$ cat src/rtl/imm_gen_pipe.sv
// Registered RISC-V immediate generator with valid/ready output.
// Optional skid entry gives a fully registered upstream ready.
module imm_gen_pipe #(
  parameter int XLEN  = 32,
  parameter int SKID  = 1,
  parameter int TAG_W = 5
) (
  input  logic             i_clk,
  input  logic             i_rst_n,
  input  logic             i_flush,
  input  logic             i_valid,
  output logic             o_ready,
  input  logic [24:0]      i_inst,
  input  logic [2:0]       i_imm_sel,
  input  logic [TAG_W-1:0] i_tag,
  output logic             o_valid,
  input  logic             i_ready,
  output logic [XLEN-1:0]  o_imm,
  output logic [TAG_W-1:0] o_tag
);

  if (XLEN != 32 && XLEN != 64) begin : g_bad_xlen
    $error("imm_gen_pipe: XLEN must be 32 or 64");
  end

  // i_inst[k] holds instruction bit k+7
  logic [XLEN-1:0] imm_d;

  always_comb begin
    imm_d = '0;
    unique case (i_imm_sel)
      3'b000: imm_d = XLEN'($signed(i_inst[24:13]));
      3'b001: imm_d = XLEN'(i_inst[24:13]);
      3'b010: imm_d = XLEN'($signed({i_inst[24:18],
                                     i_inst[4:0]}));
      3'b011: imm_d = XLEN'($signed({i_inst[24], i_inst[0],
                                     i_inst[23:18],
                                     i_inst[4:1], 1'b0}));
      3'b100: imm_d = XLEN'($signed({i_inst[24:5], 12'b0}));
      3'b101: imm_d = XLEN'($signed({i_inst[24],
                                     i_inst[12:5],
                                     i_inst[13],
                                     i_inst[23:14], 1'b0}));
      3'b110: imm_d = XLEN'(i_inst[12:8]);
      3'b111: imm_d = (XLEN == 64) ? XLEN'(i_inst[18:13])
                                   : XLEN'(i_inst[17:13]);
      default: imm_d = '0;
    endcase
  end

  if (SKID == 0) begin : g_single
    logic             valid_q, valid_d;
    logic [XLEN-1:0]  imm_q, imm_nx;
    logic [TAG_W-1:0] tag_q, tag_nx;
    logic             rdy, in_xfer, out_xfer;

    assign rdy      = !valid_q || i_ready;
    assign in_xfer  = i_valid && rdy;
    assign out_xfer = valid_q && i_ready;

    always_comb begin
      valid_d = valid_q;
      imm_nx  = imm_q;
      tag_nx  = tag_q;
      if (in_xfer) begin
        valid_d = 1'b1;
        imm_nx  = imm_d;
        tag_nx  = i_tag;
      end else if (out_xfer) begin
        valid_d = 1'b0;
      end
      if (i_flush) begin
        valid_d = 1'b0;
        imm_nx  = imm_q;
        tag_nx  = tag_q;
      end
    end

    always_ff @(posedge i_clk) begin
      if (!i_rst_n) begin
        valid_q <= 1'b0;
        imm_q   <= '0;
        tag_q   <= '0;
      end else begin
        valid_q <= valid_d;
        imm_q   <= imm_nx;
        tag_q   <= tag_nx;
      end
    end

    assign o_ready = rdy;
    assign o_valid = valid_q;
    assign o_imm   = imm_q;
    assign o_tag   = tag_q;
  end else begin : g_skid
    typedef enum logic [1:0] {
      EMPTY = 2'd0,
      ONE   = 2'd1,
      TWO   = 2'd2
    } state_e;

    state_e           state_q, state_d;
    logic             rdy_q, rdy_d;
    logic [XLEN-1:0]  out_imm_q, out_imm_d;
    logic [TAG_W-1:0] out_tag_q, out_tag_d;
    logic [XLEN-1:0]  sk_imm_q, sk_imm_d;
    logic [TAG_W-1:0] sk_tag_q, sk_tag_d;
    logic             vld, in_xfer, out_xfer;

    assign vld      = (state_q != EMPTY);
    assign in_xfer  = i_valid && rdy_q;
    assign out_xfer = vld && i_ready;

    always_comb begin
      state_d   = state_q;
      out_imm_d = out_imm_q;
      out_tag_d = out_tag_q;
      sk_imm_d  = sk_imm_q;
      sk_tag_d  = sk_tag_q;
      unique case (state_q)
        EMPTY: begin
          if (in_xfer) begin
            state_d   = ONE;
            out_imm_d = imm_d;
            out_tag_d = i_tag;
          end
        end
        ONE: begin
          if (in_xfer && out_xfer) begin
            out_imm_d = imm_d;
            out_tag_d = i_tag;
          end else if (in_xfer) begin
            state_d  = TWO;
            sk_imm_d = imm_d;
            sk_tag_d = i_tag;
          end else if (out_xfer) begin
            state_d = EMPTY;
          end
        end
        TWO: begin
          if (out_xfer) begin
            state_d   = ONE;
            out_imm_d = sk_imm_q;
            out_tag_d = sk_tag_q;
          end
        end
        default: state_d = EMPTY;
      endcase
      // flush drops entries but leaves stale payload in place
      if (i_flush) begin
        state_d   = EMPTY;
        out_imm_d = out_imm_q;
        out_tag_d = out_tag_q;
        sk_imm_d  = sk_imm_q;
        sk_tag_d  = sk_tag_q;
      end
      rdy_d = (state_d != TWO);
    end

    always_ff @(posedge i_clk) begin
      if (!i_rst_n) begin
        state_q   <= EMPTY;
        rdy_q     <= 1'b1;
        out_imm_q <= '0;
        out_tag_q <= '0;
        sk_imm_q  <= '0;
        sk_tag_q  <= '0;
      end else begin
        state_q   <= state_d;
        rdy_q     <= rdy_d;
        out_imm_q <= out_imm_d;
        out_tag_q <= out_tag_d;
        sk_imm_q  <= sk_imm_d;
        sk_tag_q  <= sk_tag_d;
      end
    end

    assign o_ready = rdy_q;
    assign o_valid = vld;
    assign o_imm   = out_imm_q;
    assign o_tag   = out_tag_q;
  end

endmodule

$ cat config.mk
export PLATFORM = sky130hd
export DESIGN_NAME = imm_gen_pipe
export DESIGN_NICKNAME = d
export VERILOG_FILES = /design/src/rtl/imm_gen_pipe.sv
export SDC_FILE = /design/constraint.sdc
export NUM_CORES = 1
export LEC_CHECK = 0
export CAP_MARGIN = 10
export CORE_MARGIN = 1.5
export CORE_UTILIZATION = 25
export CTS_CLUSTER_DIAMETER = 60
export DETAILED_ROUTE_END_ITERATION = 8
export GPL_ROUTABILITY_DRIVEN = 0
export MAX_ROUTING_LAYER = met4
export RECOVER_POWER = 25
export SYNTH_ARGS = -nofsm -noshare
export SYNTH_HDL_FRONTEND = slang
export SYNTH_SLANG_ARGS = --single-unit
$ cat constraint.sdc
create_clock -name i_clk -period 3.3 [get_ports i_clk]
set_input_delay 0.495 -clock i_clk [delete_from_list [all_inputs] [get_ports i_clk]]
set_output_delay 0.495 -clock i_clk [all_outputs]
set_load 0.01 [all_outputs]
; Word-level counts from Yosys, hierarchy flattened
; Cells that the tools add are included.
[totals]
wordCells = 46
reg_bits = 77
[classes]
bitwise = 2
n_eq_ne = 13
mux = 16
reduce_logical = 9
[ops]
columns = op, n
row1 = 32-bit one-hot mux with 8 select lines, 1
row2 = 32-bit two-way mux, 3
row3 = 32-bit one-hot mux with 3 select lines, 1
row4 = 5-bit two-way mux, 3
row5 = 5-bit one-hot mux with 3 select lines, 1
row6 = 3-bit == test (second input constant), 4
row7 = 2-bit two-way mux, 6
row8 = 2-bit != test (second input constant), 4
row9 = 3-bit by 2-bit == test with 1-bit output (second input constant), 2
row10 = 2-bit one-hot mux with 3 select lines, 1
row11 = 5-bit AND reduction, 1
row12 = 4-bit AND reduction, 1
row13 = 3-bit by 1-bit == test with 1-bit output (second input constant), 1
row14 = 1-bit logical AND, 3
row15 = 3-bit zero test, 1
row16 = 3-bit nonzero test, 1
row17 = 2-bit by 1-bit == test with 1-bit output (second input constant), 1
row18 = 2-bit == test (second input constant), 1
row19 = 2-bit zero test, 1
row20 = 1-bit inverter, 2
row21 = 2-bit nonzero test, 1

; Logic depth before layout (Yosys ltp)
[depth]
word_depth = 8
depth_mapped = 7
mapped_depth_nobuf = 4

; Worst setup path before layout
; OpenSTA, ideal clock, no wires.
[synth_path]
path_type = input-to-reg
start = input port i_imm_sel[1]
end = register g_skid.out_imm_q[0], in the netlist o_imm[0]
n_path_buf = 2
slack_ps = 1676
arrival_ps = 1549
cell_stages = 6
cell_sequence = buf_2 -> buf_2 -> or3b_1 -> o211a_1 -> and2_0 -> o22ai_1
[synth_via]
elab_chain_cells = 4
word_cells_on_any_way = 12
cone_classes = eq/ne: 7 / mux: 4 / reduce/logical: 1
[synth_rtl]
columns = item, line
row1 = from (decl), 14  ; input logic [2:0] i_imm_sel,
row2 = 3-bit == test (tied with other cells), 31  ; unique case (i_imm_sel)
row3 = 32-bit one-hot mux with 8 select lines (*), 31
row4 = "32-bit two-way mux, on equally long branches", "129, 122"
row5 = 32-bit one-hot mux with 3 select lines (*), 120  ; unique case (state_q)
row6 = to (signal assigned), 171  ; out_imm_q <= out_imm_d;
row7 = to (decl), 104  ; logic [XLEN-1:0] out_imm_q, out_imm_d;
; Every way passes the cells marked *; elsewhere a longest branch is shown, timed or not. The select of a mux whose other input is x is not followed.
; A chain may end at the register's enable or synchronous reset.

; Final worst setup path
[layout_path]
start = input port i_imm_sel[2]
end = register g_skid.out_imm_q[15], in the netlist o_imm[15]
; Same word-level chain as after synthesis.

==> qor.txt <==
outcome = complete, no violations
synth warn = 0
Overflow after GRT = 0
global-route track usage on met3 = 2.81%
full die area = 15200 um2
M1 GR Usage = 19.5%
Worst-path clk slew = 60 ps
clk_lat worst skew = 330 ps
Reg area = 1540 um2
Post-synth EDFFs = 0
Avg Cell Area, Syn = 8.38 um2
Post-synth ARST share = 0%
CP delay by family, top = buffers and inverters
Slew Viols, Final = 0
Hold Buf Count CTS = 0
vias in the first global route = 3344
met2 global-route usage = 22.7%
busiest metal layer after global routing = met2
Synthesized Nets = 471
Post-DRT Antenna Nets = 0
share of cells above drive strength 1 = 7.27%
routed wire length per instance = 15.9 um
placed cell areas = 4540 um2
DIE HEIGHT = 123 um
CP endpoint kind = flip-flop
Top FF cell, synth = dfxtp_1
Worst Path Buf+Inv = 1
DRT Pass-1 Iters = 7
post-synthesis sequential area ratio = 42.5%
Startpoint Class = input port
Routed WL = 10700 um
CTS HTree Levels = 3
Post-route DRC = 0
final hold viol count = 0
PwrDens = 471 nW/um2
Combinational Power Share = 13.4%
Max Root-Sink Buffers = 2
Seq pwr share = 43.0%
total CTS buffers = 9
DP HPWL = 7230 um
vias = 3420
Tmin final = 2320 ps
fin nets = 529
post-CTS resize count = 0
Synth Cell Area = 3630 um2
final worst slack = 981 ps
placed cells = 660
Clock Sinks = 77
Final Skew = 4.47 ps
postcts setup bufs = 0
chip width = 123 um
initial drt markers = 148
worst slew pin tran = 634 ps
Cells after Synth = 433
CTS Root Cell = clkbuf_16
largest net degree at the start of global routing = 57
gr usage total = 14.9%
Starting Density = 25.8%
final worst path period share = 70.3%
CP max FO = 22
internal power = 1.73 mW
WHS = 451 ps
final instance area = 4830 um2
CP max stage cell = clkdlybuf4s50_1
Worst EP required = 3560 ps
Core ar. = 14000 um2
Hold Path Class = flip-flop to flip-flop
Fillers = 1435
pre-CTS setup slack = 696 ps
library cells used by synthesis = 46
ant diodes = 0
Worst slew margin = 57.6%
max-cap check violation count = 0
Clk pwr share = 43.6%
Sw Ratio = 24.0%
Seq cells post-synth = 77
cells along the critical path = clkdlybuf4s50_1, nand2b_1, o221ai_1, o21ai_0, o22ai_1
CTS tree = done
Lkg Pwr = 1.88 nW
vias per std cell = 5.07
multi-input logic area = 1880 um2
RSZ-0062 raised after global routing = no
net load switching power = 0.545 mW
IO buf count = 76
initial antenna violation count = 0
fin cells = 675
num rows = 43
worst IR drop on VDD = 0.275 mV
Worst path max stage delay = 880 ps
global-route wire length before repair = 17000 um
final setup TNS = 0 ps
Setup violations, final = 0
io pins = 77
Setup CP Type = input port to flip-flop
Worst Path Arrival = 2580 ps
Area Overhead vs Synth = 33.2%
Max Clk Rate = 0.431 GHz
[cells in the final DEF (no fill, tap or decap), types with 3 or more instances in the layout]
cell | synthesis | final
clkbuf_16 | 0 | 9
o221ai_1 | 5 | 5
o22ai_1 | 29 | 29
nor2b_1 | 6 | 7
dlygate4sd3_1 | 0 | 26
a211oi_1 | 11 | 11
nand3_1 | 11 | 11
a21oi_1 | 23 | 23
o21ai_1 | 8 | 8
a21boi_1 | 12 | 12
a22oi_1 | 6 | 6
o211a_1 | 8 | 8
o21ai_0 | 20 | 20
a21boi_0 | 4 | 4
inv_1 | 6 | 6
nand2_1 | 56 | 56
clkdlybuf4s50_1 | 0 | 49
nand3b_1 | 5 | 5
buf_4 | 2 | 11
nor2_1 | 24 | 24
nand2b_1 | 16 | 16
a2bb2oi_1 | 4 | 4
nor3b_1 | 10 | 10
nor3_1 | 11 | 11
mux2_2 | 4 | 4
mux2i_1 | 10 | 10
o32ai_1 | 3 | 3
dfxtp_1 | 77 | 77
[cells by family (layout without fill, tap and decap cells)]
group | count (synthesis) | after routing | share of synthesized area [%]
AND/OR/NAND/NOR | 153 | 153 | 21.6
multiplexers | 14 | 14 | 4.00
flip-flops | 77 | 77 | 42.5
buffers and inverters | 48 | 110 | 5.93
AO/OA/AOI/OAI | 141 | 141 | 26.0
[synthesized netlist by cell type (4+ instances only)]
master | instances | share of area [%]
nand3_1 | 11 | 1.5
dfxtp_1 | 77 | 42
nor3_1 | 11 | 1.5
o21ai_0 | 20 | 2.8
inv_1 | 6 | 0.62
nor2_1 | 24 | 2.5
nand3b_1 | 5 | 1.0
o221ai_1 | 5 | 1.2
nor3b_1 | 10 | 2.1
a21boi_0 | 4 | 0.83
a21boi_1 | 12 | 2.5
a211oi_1 | 11 | 2.3
buf_2 | 16 | 2.2
o21ai_1 | 8 | 1.1
nand2_1 | 56 | 5.8
a21oi_1 | 23 | 3.2
o211a_1 | 8 | 2.2
mux2i_1 | 10 | 2.8
nor2b_1 | 6 | 1.0
o22ai_1 | 29 | 5.0
nand2b_1 | 16 | 2.8
clkbuf_1 | 21 | 2.2
mux2_2 | 4 | 1.2
a22oi_1 | 6 | 1.2
a2bb2oi_1 | 4 | 0.97
[worst paths after layout]
| path | from | endpoint | slack, ps | cells past startpoint |
|---|---|---|---|---|
| worst min register to register | g_skid.sk_imm_q[6] | g_skid.sk_imm_q[6] | 450 | 2 |
| worst max-delay path | i_imm_sel[2] | o_imm[15] | 980 | 5 |
| worst max register to register | g_skid.state_q[0] | o_imm[1] | 1370 | 4 |
| worst min-delay path | g_skid.sk_imm_q[6] | g_skid.sk_imm_q[6] | 450 | 2 |
[final cells by class]
type / instances / share of cell area [%]
Multi-Input combinational cell: 308 / 38.9
Sequential cell: 77 / 31.9
Timing Repair Buffer: 89 / 17.8
Clock buffer: 11 / 5.23
Tap cell: 180 / 4.66
Clock inverter: 4 / 0.984
Inverter: 6 / 0.466
[per-stage QoR]
| step | power (mW) | utilization, % |
|---|---|---|
| floorplan | 1.16 | - |
| global placement | 1.31 | 32.3 |
| detailed placement | 1.31 | 32.3 |
| CTS | 2.30 | 34.4 |
| global route | 2.37 | 34.4 |
| finish | 2.27 | 34.4 |
[metal layers]
metal / part of all wire (%) / wire [um]
met1: 48 / 5170
met2: 45 / 4860
met3: 4.8 / 509
met4: 1.6 / 170
met5: 0 / 0
[power groups by stage]
| stage | sequential [mW] | clock [mW] | combinational (mW) |
|---|---|---|---|
| after global routing | 0.982 | 1.05 | 0.332 |
| after floorplan | 1.01 | 0 | 0.151 |
| final | 0.979 | 0.991 | 0.304 |
| after global placement | 0.999 | 0 | 0.308 |
| after CTS | 0.980 | 1.01 | 0.312 |
| after detailed placement | 1.00 | 0 | 0.310 |
[flip-flops by register name, summed over array words and instances (netlist names)]
signal / flops
g_skid.sk_imm_q: 32
o_imm: 32
g_skid.sk_tag_q: 5
o_tag: 5
g_skid.state_q: 2
o_ready: 1
[worst register-to-register path, stage by stage, from the launching register on]
cell and delay [ps]:
dfxtp_1 420, nand2b_1 520, clkbuf_1 530, mux2i_1 260, a21oi_1 80
(Power assumes the default switching activity.)
